===== config.mk =====
export PLATFORM = sky130hd
export DESIGN_NAME = mcalu_serial
export DESIGN_NICKNAME = d
export VERILOG_FILES = /design/src/rtl/mcalu_pkg.sv /design/src/rtl/mcalu_chunk.sv /design/src/rtl/mcalu_serial.sv
export SDC_FILE = /design/constraint.sdc
export NUM_CORES = 1
export LEC_CHECK = 0
export ABC_AREA = 1
export ABC_CLOCK_PERIOD_IN_PS = 6100
export CAP_MARGIN = 40
export CORE_MARGIN = 5
export CORE_UTILIZATION = 45
export DETAILED_ROUTE_END_ITERATION = 10
export GPL_TIMING_DRIVEN = 0
export HOLD_SLACK_MARGIN = 0.15
export PLACE_DENSITY = 0.71
export SETUP_SLACK_MARGIN = 0.02
export SLEW_MARGIN = 5
export SYNTH_ARGS = -nofsm -noshare
export SYNTH_HDL_FRONTEND = slang
export SYNTH_HIERARCHICAL = 1
export SYNTH_SLANG_ARGS = --single-unit

===== constraint.sdc =====
create_clock -name clk -period 6.1 [get_ports clk]
set_input_delay 1.22 -clock clk [delete_from_list [all_inputs] [get_ports clk]]
set_output_delay 1.22 -clock clk [all_outputs]
set_load 0.02 [all_outputs]

===== src/rtl/mcalu_pkg.sv =====
// Shared types and elaboration helpers for the serial multi-cycle ALU.
package mcalu_pkg;

  typedef enum logic [2:0] {
    OP_ADD  = 3'b000,
    OP_SUB  = 3'b001,
    OP_XOR  = 3'b010,
    OP_SLT  = 3'b011,
    OP_AND  = 3'b100,
    OP_NAND = 3'b101,
    OP_NOR  = 3'b110,
    OP_OR   = 3'b111
  } op_e;

  typedef enum logic [1:0] {
    ST_IDLE,
    ST_RUN,
    ST_DONE
  } state_e;

  // SUB and SLT both run the adder as a + ~b + 1
  function automatic logic op_is_sub(input op_e o);
    return (o == OP_SUB) || (o == OP_SLT);
  endfunction

  function automatic logic op_is_arith(input op_e o);
    return (o == OP_ADD) || op_is_sub(o);
  endfunction

  function automatic logic chunk_legal(input int unsigned w, input int unsigned c);
    return (c >= 1) && (c <= w) && ((w % c) == 0);
  endfunction

endpackage


===== src/rtl/mcalu_chunk.sv =====
// Combinational CHUNK-bit ALU slice; logic-op gates exist only when
// MCALU_LOGIC_OPS_EN is defined.
module mcalu_chunk
  import mcalu_pkg::*;
#(
  parameter int unsigned CHUNK = 4
) (
  input  logic [CHUNK-1:0] a_s,
  input  logic [CHUNK-1:0] b_s,
  input  logic             cin,
  input  op_e              op,
  output logic [CHUNK-1:0] res_s,
  output logic             cout,
  output logic             cin_msb
);

  localparam int unsigned SW = CHUNK + 1;

  logic [CHUNK-1:0] bx;
  logic [CHUNK:0]   sum;

  always_comb begin
    bx      = b_s ^ {CHUNK{op_is_sub(op)}};
    sum     = {1'b0, a_s} + {1'b0, bx} + SW'(cin);
    res_s   = '0;
    cout    = 1'b0;
    cin_msb = 1'b0;
    case (op)
      OP_ADD, OP_SUB, OP_SLT: begin
        res_s   = sum[CHUNK-1:0];
        cout    = sum[CHUNK];
        // carry into the top bit recovered from its sum bit
        cin_msb = a_s[CHUNK-1] ^ bx[CHUNK-1] ^ sum[CHUNK-1];
      end
`ifdef MCALU_LOGIC_OPS_EN
      OP_XOR:  res_s = a_s ^ b_s;
      OP_AND:  res_s = a_s & b_s;
      OP_NAND: res_s = ~(a_s & b_s);
      OP_NOR:  res_s = ~(a_s | b_s);
      OP_OR:   res_s = a_s | b_s;
`endif
      default: res_s = '0;
    endcase
  end

endmodule


===== src/rtl/mcalu_serial.sv =====
// Multi-cycle ALU: WIDTH-bit operands processed CHUNK bits per clock through
// one shared slice. Logic ops enabled by MCALU_LOGIC_OPS_EN.
module mcalu_serial
  import mcalu_pkg::*;
#(
  parameter int unsigned WIDTH = 32,
  parameter int unsigned CHUNK = 4
) (
  input  logic             clk,
  input  logic             rst,
  input  logic             in_valid,
  output logic             in_ready,
  input  logic [WIDTH-1:0] a,
  input  logic [WIDTH-1:0] b,
  input  logic [2:0]       op,
  output logic             out_valid,
  input  logic             out_ready,
  output logic [WIDTH-1:0] result,
  output logic             carryout,
  output logic             overflow,
  output logic             zero
);

  localparam int unsigned NCHUNK = WIDTH / CHUNK;
  localparam int unsigned CNT_W  = (NCHUNK > 1) ? $clog2(NCHUNK) : 1;

  if (!chunk_legal(WIDTH, CHUNK)) begin : g_bad_cfg
    $error("mcalu_serial: WIDTH must be a non-zero multiple of CHUNK");
  end

  state_e             state_q, state_d;
  logic               accept, step, last;
  logic [WIDTH-1:0]   a_q, b_q;
  op_e                op_q, op_in;
  logic [CNT_W-1:0]   cnt_q;
  logic               carry_q;
  logic [31:0]        base;
  logic [CHUNK-1:0]   res_s;
  logic               cout, cin_msb;
  logic               ovf_w;
  logic [WIDTH-1:0]   res_w, res_fin;

  assign op_in = op_e'(op);

  // State register
  always_ff @(posedge clk or posedge rst) begin
    if (rst) state_q <= ST_IDLE;
    else     state_q <= state_d;
  end

  // Next state and datapath strobes
  always_comb begin
    state_d = state_q;
    accept  = 1'b0;
    step    = 1'b0;
    last    = 1'b0;
    case (state_q)
      ST_IDLE: begin
        if (in_valid && in_ready) begin
          accept  = 1'b1;
          state_d = ST_RUN;
        end
      end
      ST_RUN: begin
        step = 1'b1;
        if (cnt_q == CNT_W'(NCHUNK - 1)) begin
          last    = 1'b1;
          state_d = ST_DONE;
        end
      end
      ST_DONE: begin
        if (out_ready) state_d = ST_IDLE;
      end
      default: state_d = ST_IDLE;
    endcase
  end

  assign base = 32'(cnt_q) * CHUNK;

  mcalu_chunk #(.CHUNK(CHUNK)) u_chunk (
    .a_s     (a_q[base +: CHUNK]),
    .b_s     (b_q[base +: CHUNK]),
    .cin     (carry_q),
    .op      (op_q),
    .res_s   (res_s),
    .cout    (cout),
    .cin_msb (cin_msb)
  );

  // Merge the slice into the result; SLT replaces it on the final chunk
  always_comb begin
    res_w                = result;
    res_w[base +: CHUNK] = res_s;
    ovf_w                = op_is_arith(op_q) & (cin_msb ^ cout);
    res_fin              = res_w;
    if (op_q == OP_SLT) res_fin = WIDTH'(res_w[WIDTH-1] ^ ovf_w);
  end

  always_ff @(posedge clk or posedge rst) begin
    if (rst) begin
      a_q       <= '0;
      b_q       <= '0;
      op_q      <= OP_ADD;
      cnt_q     <= '0;
      carry_q   <= 1'b0;
      result    <= '0;
      carryout  <= 1'b0;
      overflow  <= 1'b0;
      zero      <= 1'b0;
      out_valid <= 1'b0;
      in_ready  <= 1'b0;
    end else begin
      in_ready  <= (state_d == ST_IDLE);
      out_valid <= (state_d == ST_DONE);
      if (accept) begin
        a_q     <= a;
        b_q     <= b;
        op_q    <= op_in;
        cnt_q   <= '0;
        carry_q <= op_is_sub(op_in);
      end
      if (step) begin
        carry_q <= cout;
        cnt_q   <= cnt_q + CNT_W'(1);
        result  <= last ? res_fin : res_w;
        if (last) begin
          carryout <= op_is_arith(op_q) & cout;
          overflow <= ovf_w;
          zero     <= (res_fin == '0);
        end
      end
    end
  end

endmodule


==> impl_metrics.csv, run 1 <==
group,metric,value,unit
status,status,"finished clean",
grt,grt_overflow,0,
route,wl_met1,7140,um
timing,timing.final.crit_share,71.3,%
logic_synthesis,netlist_area,5870,um2
route,first_pass_iters,5,
cells_and_area,design_area,7460,um2
grt,grt_pass1_vias,5354,
worst_setup_path,worst-path-max-fanout,10,
route,wl_met2,7580,um
place,dp.cells,1070,
clock_tree,hold_buffers,0,
worst_setup_path,critPathKind,"reg -> reg",
place,placed_area,7190,um2
logic_synthesis,synth_seq_area_share,46.9,%
worst_setup_path,rr_worst_depth,26,
clock_tree,post_cts_buffers,0,
worst_hold_path,hp-class,"reg -> reg",
grt,grt_max_degree,70,
cells_and_area,layout-drive-gt1-share,5.15,%
cells_and_area,diodes,0,
cells_and_area,finalNonFillerCells,1085,
route,met3_length,797,um
power_and_ir_drop,power,4320,uW
power_and_ir_drop,p_leak,0.00367,uW
route,avgViaCountPerCell,4.92,
floorplanning,die_w,124,um
floorplanning,die_h,124,um
floorplanning,io_pins,108,
clock_tree,cts.repair.resized,0,
timing,finalSetupViolCount,0,
power_and_ir_drop,vdd_drop_max,0.203,mV
floorplanning,core-area,12700,um2
power_and_ir_drop,p_per_area,579,nW/um2
timing,layout_min_cycle_time,4.35,ns
cells_and_area,nets,993,
clock_tree,htreeDepth,3,
worst_hold_path,hold_start,"b_q[24]$_DFFE_PP0P_",
place,gp_congestion,0.903,
clock_tree,numCtsBuffers,9,
worst_setup_path,slowest_delay,0.49,ns
clock_tree,clock_latency,0.36,ns
logic_synthesis,yosys_warnings,6,
route,vias,5338,
clock_tree,clkTransAtPathRegs,0.07,ns
timing,hold_violations,0,
logic_synthesis,synth_cell_type_count,34,
clock_tree,cts-root-buf,"clkbuf_16",
route,finalWirelength,15800,um
floorplanning,std_cell_rows,41,
route,maxUsedRoutingLayer,"met4",
worst_setup_path,cp_common_cell,"nand2_1",
worst_setup_path,worst_setup_path_end_kind,"flip-flop",
worst_setup_path,reg2reg_from,"cnt_q[0]$_DFFE_PP0P_",
worst_setup_path,startpoint,"cnt_q[0]$_DFFE_PP0P_",
logic_synthesis,synth_cells,790,
worst_setup_path,cp.arrival,4.60,ns
worst_setup_path,critPathSlowestCell,"fa_1",
cells_and_area,areaGrowthSynthToFinish,26.9,%
clock_tree,cts_sinks,110,
flow_run,drv_cap,0,
place,io_buffers,107,
floorplanning,start_util,46.2,%
timing,fmax,230,MHz
worst_setup_path,start_kind,"flip-flop",
route,route.detailed.drc,0,
logic_synthesis,ys_ff_latch,110,
floorplanning,die-area,15400,um2
clock_tree,clock_path_buffers,2,
worst_setup_path,crit_required,6.36,ns
timing,tns,0,ns
place,place_hpwl,12300,um
grt,grt_util_all_layers,20.9,%
logic_synthesis,synth.net_count,874,
grt,antenna_found_initial,0,
route,ant_nets,0,
timing,rsz0062_at_grt,"false",
route,drt_iter0_drc,311,
timing,relSlewSlack,60.6,%
clock_tree,cts_tree,"done",
grt,grt_pass1_wl,26700,um
timing,clock_skew,0.00890,ns
logic_synthesis,avgSynthCellArea,7.43,um2
route,avgRoutedWirePerCell,14.6,um
worst_hold_path,hold_depth,2,
timing,worst_slew_pin_slew,0.591,ns
worst_setup_path,reg2reg_slack,1.75,ns
timing,slew_viol_final,0,
==> layout by cell type (no fill, tap or decap) <==
cell	netlist	final
nand2_1	303	303
dfrtp_1	110	110
clkdlybuf4s50_1	0	107
inv_1	81	80
o21ai_0	60	60
nor2_1	57	57
o22ai_1	35	35
nand3_1	33	33
clkbuf_1	20	21
a21oi_1	16	16
ha_1	11	11
clkbuf_16	0	9
a31oi_1	8	8
buf_2	6	6
buf_1	5	5
o211ai_1	5	5
nor2_2	4	4
nand2_4	4	4
nand4_1	4	4
buf_6	3	3
inv_2	3	3
xor2_1	3	3
clkinv_2	0	3
inv_4	1	2
buf_4	2	2
o21ai_1	2	2
nand2_2	2	2
xnor2_1	2	2
fa_1	2	2
nor2_4	1	1
nor3_1	1	1
a21oi_4	1	1
nor3_2	1	1
a21oi_2	1	1
clkbuf_8	0	1
clkinv_4	0	1
buf_16	0	1
xor2_2	1	1
nor3b_2	1	1
clkinv_1	1	1
==> area by class of cell <==
class	count	area, um2
Fill cell	1275	5270
Sequential cell	110	2750
Tap cell	172	215
Buffer	36	173
Multi-Input combinational cell	558	2620
Inverter	86	328
Clock inverter	4	23.8
Clock buffer	11	243
Timing Repair Buffer	108	1100
==> report_power, final <==
| part | total [uW] | switching [uW] | internal [uW] |
|---|---|---|---|
| Combinational | 2540 | 1610 | 932 |
| Clock | 548 | 263 | 285 |
| Sequential | 1230 | 175 | 1050 |
| Total | 4320 | 2050 | 2270 |
==> sequential cells by signal, summed over array words and instances (netlist names) <==
name       count
a_q           32
b_q           32
carry_q        1
carryout       1
cnt_q          3
in_ready       1
op_q           3
out_valid      1
overflow       1
result        32
state_q        2
zero           1
==> cells by family after synthesis <==
family                     Yosys count  share of synthesized area (%)
and+or+nand+nor                    411                           28.3
AOI/OAI and AO/OA                  128                           12.3
buffers and inverters              122                           8.48
DFF                                110                           46.9
adders and majority gates           13                           3.03
xor gates and xnor gates             6                           1.02
==> critical path: cells and delay by family, from the launching register on <==
family	cells	cell delay (ns)
flops	1	0.42
compound gates	3	0.51
simple gates	15	1.31
buf+inv	6	1.14
fa+ha+maj	2	0.87
==> synthesized netlist by cell type <==
| cell | number | share of area (%) |
|---|---|---|
| a21oi_1 | 16 | 1.4 |
| a21oi_2 | 1 | 0.15 |
| a21oi_4 | 1 | 0.28 |
| a31oi_1 | 8 | 0.85 |
| buf_1 | 5 | 0.32 |
| buf_2 | 6 | 0.51 |
| buf_4 | 2 | 0.26 |
| buf_6 | 3 | 0.58 |
| clkbuf_1 | 20 | 1.3 |
| clkinv_1 | 1 | 0.064 |
| dfrtp_1 | 110 | 47 |
| fa_1 | 2 | 0.68 |
| ha_1 | 11 | 2.3 |
| inv_1 | 81 | 5.2 |
| inv_2 | 3 | 0.19 |
| inv_4 | 1 | 0.11 |
| nand2_1 | 303 | 19 |
| nand2_2 | 2 | 0.21 |
| nand2_4 | 4 | 0.77 |
| nand3_1 | 33 | 2.8 |
| nand4_1 | 4 | 0.43 |
| nor2_1 | 57 | 3.6 |
| nor2_2 | 4 | 0.43 |
| nor2_4 | 1 | 0.19 |
| nor3_1 | 1 | 0.085 |
| nor3_2 | 1 | 0.17 |
| nor3b_2 | 1 | 0.21 |
| o211ai_1 | 5 | 0.64 |
| o21ai_0 | 60 | 5.1 |
| o21ai_1 | 2 | 0.17 |
| o22ai_1 | 35 | 3.7 |
| xnor2_1 | 2 | 0.30 |
| xor2_1 | 3 | 0.45 |
| xor2_2 | 1 | 0.28 |
==> metrics by stage <==
step                      hold WS (ns)  worst slack [ns]  util (%)
after floorplan                  0.437              1.98         -
after global placement           0.449             0.410      56.3
after detailed placement         0.453              1.78      56.5
after CTS                        0.470              1.76      58.6
after global routing             0.493              1.45      58.6
final                            0.465              1.75      58.6
==> metal layers <==
| metal | track usage [%] | up-vias |
|---|---|---|
| met4 | 7.03 | 0 |
| met2 | 35.2 | 118 |
| met1 | 27.5 | 2452 |
| li1 | - | 2746 |
| met3 | 3.43 | 22 |
| met5 | 0 | - |
==> worst paths after layout <==
path | endpoint
setup / recovery | zero$_DFFE_PP0P_
hold / removal | b_q[24]$_DFFE_PP0P_
setup reg to reg | zero$_DFFE_PP0P_
hold reg to reg | b_q[24]$_DFFE_PP0P_
max in group asynchronous | b_q[30]$_DFFE_PP0P_
min in group asynchronous | out_valid$_DFF_PP0_
Note: power is estimated with default switching activity, not from simulation.
==> run 2, diff against run 1 <==
ABC_CLOCK_PERIOD_IN_PS = 3500   (was 6100)
PLACE_DENSITY = 0.74   (was 0.71)
clock period = 3.5 ns   (was 6.1 ns; I/O delays follow)
==> run 2 against run 1 <==
  * The run now ends with setup timing left
  * Clock skew fell by 0.0039 ns
  * Core utilization rose by 3.9 points
  * Non-clock buffer count up 23
  * Wire length up 5.8%
  * Die area stayed put
  * Critical path type unchanged
  * Highest routed layer unchanged
==> impl_metrics.csv, run 2 (same netlist as run 1, synthesis figures left out) <==
group,metric,value,unit
status,status,"complete, but fails checks",
status,failed_checks,"setup timing",
cells_and_area,mostFrequentLayoutCells,"298 x nand2_1, 109 x dfrtp_1, 107 x clkdlybuf4s50_1, 76 x inv_1, 51 x o21ai_0",
clock_tree,clock_latency,0.36,ns
place,io_buffers,107,
route,vias,5678,
grt,grt_max_degree,35,
route,avgRoutedWirePerCell,15.1,um
worst_hold_path,hp-class,"reg -> reg",
flow_run,drv_cap,0,
clock_tree,clock_path_buffers,2,
worst_setup_path,worst_setup_path_end_kind,"flip-flop",
power_and_ir_drop,vdd_drop_max,0.555,mV
grt,grt_overflow,0,
clock_tree,htreeDepth,3,
floorplanning,start_util,46.2,%
worst_setup_path,reg2reg_slack,-0.09,ns
cells_and_area,design_area,7950,um2
route,drt_iter0_drc,412,
clock_tree,cts-root-buf,"clkbuf_16",
worst_setup_path,critPathKind,"reg -> reg",
grt,grt_util_all_layers,21.3,%
route,finalWirelength,16700,um
worst_setup_path,rr_worst_depth,25,
timing,relSlewSlack,59.3,%
route,first_pass_iters,5,
worst_setup_path,r2r-end,"zero$_DFFE_PP0P_",
grt,grt_pass1_vias,5497,
clock_tree,cts_tree,"done",
place,gp_congestion,0.912,
floorplanning,std_cell_rows,41,
timing,fin_ws,-0.0926,ns
timing,hold_violations,0,
grt,antenna_found_initial,0,
worst_setup_path,cp.arrival,3.85,ns
timing,whs,0.470,ns
worst_setup_path,crit_required,3.75,ns
power_and_ir_drop,p_leak,0.00388,uW
timing,timing.final.crit_share,103,%
floorplanning,die-area,15400,um2
power_and_ir_drop,p_per_area,1100,nW/um2
timing,layout_min_cycle_time,3.59,ns
timing,worst_slew_pin_slew,0.609,ns
clock_tree,numCtsBuffers,9,
cells_and_area,top_regs,"a_q (32), b_q (32), result (32)",
floorplanning,core-area,12700,um2
cells_and_area,mostFrequentLayoutCell,"nand2_1",
timing,finalSetupViolCount,2,
place,placed_area,7220,um2
cells_and_area,areaGrowthSynthToFinish,35.4,%
worst_hold_path,hold_depth,2,
floorplanning,die_h,124,um
timing,clock_skew,0.00498,ns
timing,slew_viol_final,0,
cells_and_area,fin_util,62.5,%
route,avgViaCountPerCell,5.12,
worst_hold_path,hold_end,"a_q[26]$_DFFE_PP0P_",
route,ant_nets,0,
floorplanning,io_pins,108,
timing,fmax,278,MHz
cells_and_area,nets,1016,
route,route.detailed.drc,0,
timing,rsz0062_at_grt,"true",
clock_tree,cts_sinks,110,
worst_setup_path,worst-path-max-fanout,7,
cells_and_area,diodes,0,
worst_setup_path,reg2reg_from,"cnt_q[0]$_DFFE_PP0P_",
worst_hold_path,hold_start,"a_q[26]$_DFFE_PP0P_",
worst_setup_path,start_kind,"flip-flop",
cells_and_area,layout-drive-gt1-share,12.4,%
clock_tree,hold_buffers,0,
grt,grt_pass1_wl,27000,um
place,place_hpwl,12300,um
floorplanning,die_w,124,um
clock_tree,clkTransAtPathRegs,0.07,ns
[run 2: cell types whose count changed in the layout (fill, tap and decap cells not counted), sizes merged]
| cell | before | now |
|---|---|---|
| clkbuf | 31 | 29 |
| buf | 17 | 41 |
| bufinv | 0 | 2 |
| clkinv | 5 | 4 |
| clkinvlp | 0 | 1 |
[run 2: stage by stage]
stage	TNS (ns)	total power [uW]	setup slack (ns)	cells
after detailed placement	-6.43	6570	-0.830	1072
after CTS	-0.0154	8260	-0.0154	1103
after floorplan	0	5230	0.0319	790
after global routing	-0.767	9360	-0.303	1109
after global placement	-6.72	6460	-0.869	1069
final	-0.163	8710	-0.0926	1109
[run 2: what timing repair did]
item / CTS / global route
setup endpoints to repair: 27 / 4
pin swaps: 23 / 21
setup buffers: 16 / 6
resized for setup: 49 / 28
[run 2: report_power, final]
group	internal [uW]	total [uW]	leakage (uW)	switching (uW)
Clock	646	1120	0.000163	477
Combinational	2200	5450	0.00233	3250
Sequential	1830	2140	0.00139	303
[run 2: cell type report]
cell class / count / area [um2]
flip-flops and latches: 110 / 2750
multi-input cells: 558 / 2770
plain buffers: 35 / 246
repair buffers: 132 / 1310
fillers: 1175 / 4770
inverters: 86 / 334
clock inverters: 6 / 83.8
clock buffers: 10 / 239
well taps: 172 / 215
[run 2: worst max-delay path: stages, from the launching register on]
cell     delay, ns
dfrtp_1       0.39
buf_6         0.14
buf_8         0.14
buf_8         0.12
o21ai_2       0.06
o22ai_2       0.19
nor2_1        0.07
a31oi_1       0.18
inv_1         0.11
fa_2          0.42
fa_2          0.35
inv_2         0.08
nor2_2        0.05
nor3b_4       0.23
buf_4         0.15
nand4_1       0.17
nand3_1       0.13
nand2_1       0.07
nand2_1       0.06
nor2_1        0.04
nand2_1       0.05
nor2_1        0.04
nand2_1       0.10
nand2_1       0.07
nand2_1       0.05
nand2_1       0.04
[run 2: metal layers]
metal  vias up  GRT usage (%)  part of all wire, %
met5         -              0                    0
met1      2638           27.3                   42
li1       2794              -                    -
met2       212           35.9                   49
met3        34           4.55                  6.4
met4         0           6.83                  2.3
[run 2: worst max-delay path by stage]
stage	from	endpoint	slack, ns	cells past startpoint
3_5_place_dp	cnt_q[0]$_DFFE_PP0P_	zero$_DFFE_PP0P_	-0.83	26
6_report	cnt_q[0]$_DFFE_PP0P_	zero$_DFFE_PP0P_	-0.09	25
5_1_grt	cnt_q[0]$_DFFE_PP0P_	zero$_DFFE_PP0P_	-0.30	26
4_1_cts	cnt_q[0]$_DFFE_PP0P_	zero$_DFFE_PP0P_	-0.02	26
3_3_place_gp	cnt_q[0]$_DFFE_PP0P_	zero$_DFFE_PP0P_	-0.87	26
2_1_floorplan	cnt_q[0]$_DFFE_PP0P_	zero$_DFFE_PP0P_	0.03	26
